`config.mk`:
```
export PLATFORM = sky130hd
export DESIGN_NAME = multiplicacion
export DESIGN_NICKNAME = d
export VERILOG_FILES = /design/src/rtl/multiplicacion.sv
export SDC_FILE = /design/constraint.sdc
export NUM_CORES = 1
export LEC_CHECK = 0
export CAP_MARGIN = 40
export CORE_MARGIN = 10
export CORE_UTILIZATION = 60
export DETAILED_ROUTE_END_ITERATION = 6
export HOLD_SLACK_MARGIN = 0.05
export PLACE_DENSITY_LB_ADDON = 0.3
export SYNTH_ARGS = -nofsm -noshare
export SYNTH_HDL_FRONTEND = slang
export SYNTH_HIERARCHICAL = 1
export SYNTH_SLANG_ARGS = --single-unit
```
`constraint.sdc`:
```
create_clock -name clk -period 42.8 [get_ports clk]
set_clock_uncertainty 0.1 [all_clocks]
set_input_delay 4.28 -clock clk [delete_from_list [all_inputs] [get_ports clk]]
set_output_delay 4.28 -clock clk [all_outputs]
set_load 0.01 [all_outputs]
```
`src/rtl/multiplicacion.sv`:
```
// multiplicacion: 2-stage unsigned WIDTH x WIDTH multiplier built from shift-add partial products.
// Optional MULT_SATURATE_EN: saturate to all ones on overflow and drive the desborde output.

module multiplicacion_pp #(
    parameter int WIDTH = 32,
    parameter int CHUNK = 8,
    parameter int SHIFT = 0
) (
    input  logic [WIDTH-1:0] a_i,
    input  logic [CHUNK-1:0] bs_i,
`ifdef MULT_SATURATE_EN
    output logic             lost_o,
`endif
    output logic [WIDTH-1:0] pp_o
);
`ifdef MULT_SATURATE_EN
    localparam int AW = 2 * WIDTH;
`else
    localparam int AW = WIDTH;
`endif

    logic [AW-1:0] acc;

    // Accumulate a shifted by each set bit of this slice of b
    always_comb begin
        acc = '0;
        for (int j = 0; j < CHUNK; j++) begin
            if (bs_i[j]) acc = acc + (AW'(a_i) << (SHIFT + j));
        end
    end

    assign pp_o = acc[WIDTH-1:0];
`ifdef MULT_SATURATE_EN
    assign lost_o = |acc[AW-1:WIDTH];
`endif
endmodule

module multiplicacion #(
    parameter int WIDTH = 32,
    parameter int CHUNK = 8
) (
    input  logic             clk,
    input  logic             rst_n,
    input  logic [WIDTH-1:0] a,
    input  logic [WIDTH-1:0] b,
    input  logic             enable,
`ifdef MULT_SATURATE_EN
    output logic             desborde,
`endif
    output logic [WIDTH-1:0] salida,
    output logic             valido
);
    localparam int NPP = WIDTH / CHUNK;
`ifdef MULT_SATURATE_EN
    localparam int SW = WIDTH + $clog2(NPP) + 1;
`else
    localparam int SW = WIDTH;
`endif

    logic [NPP-1:0][WIDTH-1:0] pp_d, pp_q;
    logic                      en_q;
    logic [SW-1:0]             sum;
    logic [WIDTH-1:0]          salida_d, salida_q;
    logic                      valido_d, valido_q;
`ifdef MULT_SATURATE_EN
    logic [NPP-1:0]            lost_d;
    logic                      ovf_q;
    logic                      desborde_d, desborde_q;
`endif

    for (genvar i = 0; i < NPP; i++) begin : g_pp
        multiplicacion_pp #(.WIDTH(WIDTH), .CHUNK(CHUNK), .SHIFT(i * CHUNK)) u_pp (
            .a_i  (a),
            .bs_i (b[i*CHUNK +: CHUNK]),
`ifdef MULT_SATURATE_EN
            .lost_o (lost_d[i]),
`endif
            .pp_o (pp_d[i])
        );
    end

    always_ff @(posedge clk) begin
        if (!rst_n) begin
            pp_q <= '0;
            en_q <= 1'b0;
`ifdef MULT_SATURATE_EN
            ovf_q <= 1'b0;
`endif
        end else begin
            pp_q <= pp_d;
            en_q <= enable;
`ifdef MULT_SATURATE_EN
            ovf_q <= |lost_d;
`endif
        end
    end

    always_comb begin
        sum = '0;
        for (int i = 0; i < NPP; i++) sum = sum + SW'(pp_q[i]);
    end

    always_comb begin
        salida_d = en_q ? sum[WIDTH-1:0] : '0;
        valido_d = en_q;
`ifdef MULT_SATURATE_EN
        // Overflow is either a bit shifted out of a partial product or a carry out of the sum
        desborde_d = en_q && (ovf_q || (|sum[SW-1:WIDTH]));
        if (desborde_d) salida_d = '1;
`endif
    end

    always_ff @(posedge clk) begin
        if (!rst_n) begin
            salida_q <= '0;
            valido_q <= 1'b0;
`ifdef MULT_SATURATE_EN
            desborde_q <= 1'b0;
`endif
        end else begin
            salida_q <= salida_d;
            valido_q <= valido_d;
`ifdef MULT_SATURATE_EN
            desborde_q <= desborde_d;
`endif
        end
    end

    assign salida = salida_q;
    assign valido = valido_q;
`ifdef MULT_SATURATE_EN
    assign desborde = desborde_q;
`endif
endmodule

```
==> results of run 1 <==
[power by group]
part	leakage, nW	switching [mW]	internal, mW	total [mW]
Sequential	1.34	0.0139	0.187	0.201
Clock	0.297	0.0642	0.0946	0.159
Combinational	15.9	1.20	0.937	2.14
Total	17.5	1.28	1.22	2.50
[synth_stat cells, types with 25 or more instances]
cell type | count | share of area [%]
ha_1 | 470 | 16
nand2_1 | 454 | 4.8
inv_1 | 370 | 3.9
a21oi_1 | 359 | 5.0
nor2_1 | 311 | 3.3
o21ai_0 | 307 | 4.3
xnor2_1 | 207 | 5.1
and2_1 | 196 | 3.4
a21o_1 | 190 | 4.0
dfxtp_1 | 162 | 9.0
clkbuf_1 | 138 | 1.4
xor2_1 | 128 | 3.1
mux2_2 | 96 | 3.0
nand3_1 | 96 | 1.3
nor3_1 | 91 | 1.3
fa_1 | 84 | 4.7
o21a_1 | 84 | 1.8
nand2b_1 | 75 | 1.3
a31oi_1 | 73 | 1.3
buf_4 | 57 | 1.2
nor2b_1 | 53 | 0.92
a211oi_1 | 46 | 0.96
and3_1 | 45 | 0.79
or3_1 | 44 | 0.77
mux2i_1 | 43 | 1.2
o21bai_1 | 42 | 0.88
nand4_1 | 41 | 0.72
o211ai_1 | 38 | 0.80
o31ai_1 | 31 | 0.65
or2_2 | 28 | 0.49
a211o_1 | 25 | 0.61
[area by class of cell]
type                       instances  area, µm²
antenna                            2       5.00
multi-input combinational       4132      30200
inverter                         376       1410
timing repair buffer             148       1290
clock buffer                      19        443
clock inverter                    13        174
tap                              773        967
fill                            5254      21400
sequential                       162       3240
[sequential cells by signal, summed over array words and instances (netlist names)]
signal	count
salida	32
valido	1
pp_q	128
en_q	1
[per-stage QoR]
step                utilization [%]  setup WS (ps)  hold WS, ps  instances
floorplan                         -          25340          379       4899
global placement               62.7          24450          409       5586
detailed placement             62.8          24100          415       5591
CTS                            63.8          24500          435       5623
global route                   63.8          23050          460       5624
finish                         63.8          24340          435       5625
[how the worst max path moves through the flow]
stage	startpoint	end	slack [ps]	cells past startpoint
6_report	b[0]	pp_q[31]$_SDFF_PN0_	24340	67
2_1_floorplan	b[0]	pp_q[31]$_SDFF_PN0_	25340	66
3_3_place_gp	a[1]	pp_q[31]$_SDFF_PN0_	24450	67
5_1_grt	a[1]	pp_q[31]$_SDFF_PN0_	23050	67
4_1_cts	b[0]	pp_q[31]$_SDFF_PN0_	24500	64
3_5_place_dp	b[0]	pp_q[31]$_SDFF_PN0_	24100	67
[cell families (layout without fill, tap and decap cells)]
| group | after synthesis | in the layout |
|---|---|---|
| AOI/OAI and AO/OA | 1533 | 1533 |
| and+or+nand+nor | 1510 | 1510 |
| buffers and inverters | 605 | 556 |
| adders and majority gates | 554 | 554 |
| xor gates and xnor gates | 343 | 343 |
| DFF | 162 | 162 |
| muxes | 144 | 144 |
| other | 3 | 50 |
[routing by layer]
layer / wire length [µm] / vias up / global-route usage (%) / part of all wire (%)
met3: 7040 / 182 / 2.67 / 6.8
met5: 43 / - / 0 / 0.042
li1: - / 17300 / - / -
met4: 3650 / 8 / 9.74 / 3.5
met1: 46300 / 16300 / 37.6 / 45
met2: 46600 / 1279 / 46.9 / 45
==> out/qor.txt, run 1 <==
status: complete, no violations
Final Cell Area: 37700 µm²
reg2reg path depth: 11
Initial Utilization: 60.6%
Relative slew margins: 41.7%
post-CTS setup buffer count: 0
Synth Area in Simple Gates: 20.8%
First DRT Iteration DRCs: 2932
first-pass GRT wire length: 165000 µm
ys flop type: dfxtp_1
post-route setup TNS: 0 ps
PostCTS Resize Cnt: 0
Adder-Cell Fraction of Synth Area: 21.1%
proportion of layout cells with a drive suffix above 1: 6.04%
Yosys cell types: 122
worst reg2reg endpoint: salida[31]$_SDFF_PN0_
Tcrit/Tclk final: 43.1%
PD cells: 66.2 nW/µm²
clk_lat worst skew: 430 ps
Layout area overhead: 5.26%
number of global-route vias before repair: 32300
ys async rst share: 0%
total wire length: 104000 µm
Cell Area, Synth: 35900 µm²
Critical Path Max Stage Delay: 500 ps
antenna violations before repair: 6
io pins: 100
Post-DP Area: 37100 µm²
die area: 69900 µm²
Detail Placement HPWL: 79600 µm
Syn. warnings: 6
antenna-violating nets left: 0
Overall Power: 2.50 mW
via count: 35100
First-pass DRT Iterations: 6
Crit path buffers/inverters: 4
hold depth: 1
area of the core: 59100 µm²
Post-synth EDFFs: 0
most common cell after layout, fill and taps aside: ha_1
kind of critical path: primary input to flop
DR WL/cell: 18.4 µm
setup violators final: 0
Final Critical Period: 18460 ps
R2R setup slack: 38890 ps
Worst Max-Slew Pin Slew: 872 ps
CP endpoint kind: flop
Num CTS Buffers: 17
CTS tree: yes
# port buffers: 99
MaxCap Viol Count: 0
Top cell by count, worst path: ha_1
total gr overflow: 0
Layout Nets: 5458
Critical Path AT: 18680 ps
die width: 264 µm
Critical Path Fanout Max: 57
Req. time, crit path: 43020 ps
RSZ-0062 raised after global routing: false
Overall Global Routing Usage: 28.2%
Hold EP: salida[2]$_SDFF_PN0_
Final Max Tran Viols: 0
Lkg Pwr: 17.5 nW
cells after synthesis: 4854
post-cts hold buffer count: 0
Hold WC Path Type: flop to flop
Avg Cell Area, Syn: 7.39 µm²
Synth Register Bits: 162
# DRC: 0
largest net degree at the start of global routing: 85
row count: 89
Post-Synth XOR/XNOR Area: 8.65%
combinational family with the most area after synthesis: compound AO/OA/AOI/OAI gates
clock tree sinks: 162
Worst IR Drop VDD: 0.0466 mV
CTS clk-pin slew, worst paths: 70 ps
commonest cells after routing, fill and taps aside: ha_1, nand2_1, inv_1, a21oi_1, nor2_1
worst r2r src: pp_q[1]$_SDFF_PN0_
post-synthesis mux area share: 4.44%
critical path's slowest cell: o41a_1
compound-cell area share of the yosys netlist: 28.8%
nature of the critical path startpoint: primary input
root buffer cell: clkbuf_16
H-tree depth: 4
Clock Path Buffers: 2
Worst Hold Launch: en_q$_SDFF_PN0_
Seq/Total Area, Yosys: 9.05%
Placer Congestion: 0.950
vias per inst: 6.24
Final Hold Vio Count: 0
Die Y-Extent: 264 µm
Max Clk Rate: 54.2 MHz
critical path's top delay family: compound AO/OA/AOI/OAI gates
(Power assumes the default switching activity.)
==> run 2: changes to the inputs <==
CORE_UTILIZATION = 59   (was 60)
clock period = 16.77 ns   (was 42.8 ns; I/O delays follow)
==> run 2 against run 1 <==
Sequential power grew to 2.5 times the previous value. Count of clock-buffer cells in the layout shrank 1. Utilization shrank 1.2 points. Hold slack lost 13 ps. First-iteration DRC count shrank 7.0%. Highest routed layer unchanged. Critical endpoint unchanged. Via count shrank 0.71%.
==> out/qor.txt, run 2 (synthesis gave the netlist of run 1 again) <==
post-CTS setup buffer count: 0 (unchanged)
Placed Cells: 5601 (+0.18%)
Tcrit/Tclk final: 91.8%
row count: 90 (+1.1%)
Final Max Tran Viols: 0 (unchanged)
# port buffers: 99 (unchanged)
Overall Global Routing Usage: 28.7% (+0.52 points)
CTS tree: yes
antenna-violating nets left: 0 (unchanged)
footprint of the multi-input gates: 30200 µm² (about the same)
Final Cell Area: 37700 µm² (about the same)
# DRC: 0 (unchanged)
First DRT Iteration DRCs: 2727 (-7.0%)
largest net degree at the start of global routing: 86 (+1.2%)
dpl ws: 960 ps (-23140 ps)
setup violators final: 0 (unchanged)
total wire length: 105000 µm (+1.3%)
via count: 34800 (-0.71%)
root buffer cell: clkbuf_16
total gr overflow: 0 (unchanged)
Clock Path Buffers: 2 (unchanged)
worst r2r src: pp_q[1]$_SDFF_PN0_
die width: 267 µm (+0.78%)
io pins: 100 (unchanged)
area of the core: 60200 µm² (+1.9%)
Worst IR Drop VDD: 0.101 mV (+120%)
WHS: 422 ps (-13.2 ps)
Final WS setup: 1370 ps (-22970 ps)
diode count: 0 (-2)
DR WL/cell: 18.6 µm (+1.2%)
Lkg Pwr: 17.5 nW (about the same)
Detail Placement HPWL: 82800 µm (+4.0%)
Hold WC Path Type: flop to flop
first-pass GRT wire length: 169000 µm (+2.2%)
Worst setup startpoint: b[0]
kind of critical path: primary input to flop
Post-DP Area: 37100 µm² (about the same)
Overall Power: 6.34 mW (+150%)
fin util: 62.6% (-1.2 points)
commonest cells after routing, fill and taps aside: ha_1, nand2_1, inv_1, a21oi_1, nor2_1
Top reg by flops: pp_q
nature of the critical path startpoint: primary input
Layout area overhead: 5.20% (about the same)
register area: 3240 µm² (unchanged)
First-pass DRT Iterations: 5 (-1)
Top cell by count, worst path: ha_1
Critical Path AT: 15640 ps (-3040 ps)
Die Y-Extent: 267 µm (+0.78%)
Num CTS Buffers: 17 (unchanged)
Worst Hold Launch: en_q$_SDFF_PN0_
R2R setup slack: 12860 ps (-26030 ps)
Relative slew margins: 35.2% (-6.5 points)
Req. time, crit path: 17010 ps (-26010 ps)
MaxCap Viol Count: 0 (unchanged)
Initial Utilization: 59.5% (-1.1 points)
clk_lat worst skew: 440 ps (about the same)
Final Hold Vio Count: 0 (unchanged)
status: complete, no violations
Layout Nets: 5459 (+0.018%)
Non-Filler Instances: 5633 (+0.14%)
number of global-route vias before repair: 32800 (+1.7%)
max FFs per register: 128 (unchanged)
H-tree depth: 4 (unchanged)
critical path's slowest cell: o41a_1
CTS clk-pin slew, worst paths: 70 ps (about the same)
Worst Max-Slew Pin Slew: 947 ps (+75.0 ps)
post-route setup TNS: 0 ps (unchanged)
Fill cells: 5446 (+3.7%)
proportion of layout cells with a drive suffix above 1: 6.10% (+0.061 points)
CP endpoint kind: flop
Critical Path Max Stage Delay: 540 ps (+40 ps)
Placer Congestion: 0.972 (+2.4%)
Final Critical Period: 15400 ps
clock tree sinks: 162 (unchanged)
RSZ-0062 raised after global routing: false
Max Clk Rate: 64.9 MHz
Critical Path Fanout Max: 56 (-1.8%)
antenna violations before repair: 7 (+1)
vias per inst: 6.19 (-0.85%)
most common cell after layout, fill and taps aside: ha_1
PD cells: 168 nW/µm² (+150%)
die area: 71000 µm² (+1.6%)
run 2: cell types whose count changed in the layout (fill, tap and decap cells not counted), moves of 2 or more:
cell	before	now
buf_4	45	47
bufinv_16	3	1
clkinvlp_4	2	4
diode_2	2	0
inv_8	1	4
run 2: final timing paths:
check | to | depth (start not counted)
worst max-delay path | pp_q[31]$_SDFF_PN0_ | 66
worst min-delay path | salida[1]$_SDFF_PN0_ | 1
worst max register to register | salida[27]$_SDFF_PN0_ | 11
worst min register to register | salida[1]$_SDFF_PN0_ | 1
run 2: report_power, final:
group	total (mW)	leakage, nW	internal [mW]	switching (mW)
clock	0.385	0.277	0.213	0.172
sequential	0.512	1.34	0.477	0.0347
combinational	5.45	15.9	2.39	3.06
run 2: critical path: cells and delay by family:
| family | cells | cell delay (ps) |
|---|---|---|
| simple gates | 17 | 2210 |
| compound gates | 28 | 6460 |
| mux | 3 | 660 |
| xor+xnor | 8 | 1660 |
| buf+inv | 3 | 630 |
| fa+ha+maj | 7 | 2330 |
run 2: what timing repair did:
item,in CTS,in global routing
hold buffers,0,0
gates resized for setup,0,1
endpoints found under the setup margin,0,1
run 2: final cells by class:
cell class | instances | share of cell area (%)
clock buffer | 18 | 1.16
clock inverter | 14 | 0.385
inverter | 376 | 3.74
multi-input combinational | 4132 | 80.1
sequential | 162 | 8.60
tap | 782 | 2.59
timing repair buffer | 149 | 3.41
run 2: metal layers:
metal | up-vias | global-route usage, % | part of all wire (%)
li1 | 17400 | - | -
met1 | 16100 | 38.0 | 45
met2 | 1147 | 47.2 | 44
met3 | 190 | 3.63 | 7.2
met4 | 10 | 10.6 | 3.7
met5 | - | 0 | 0.058
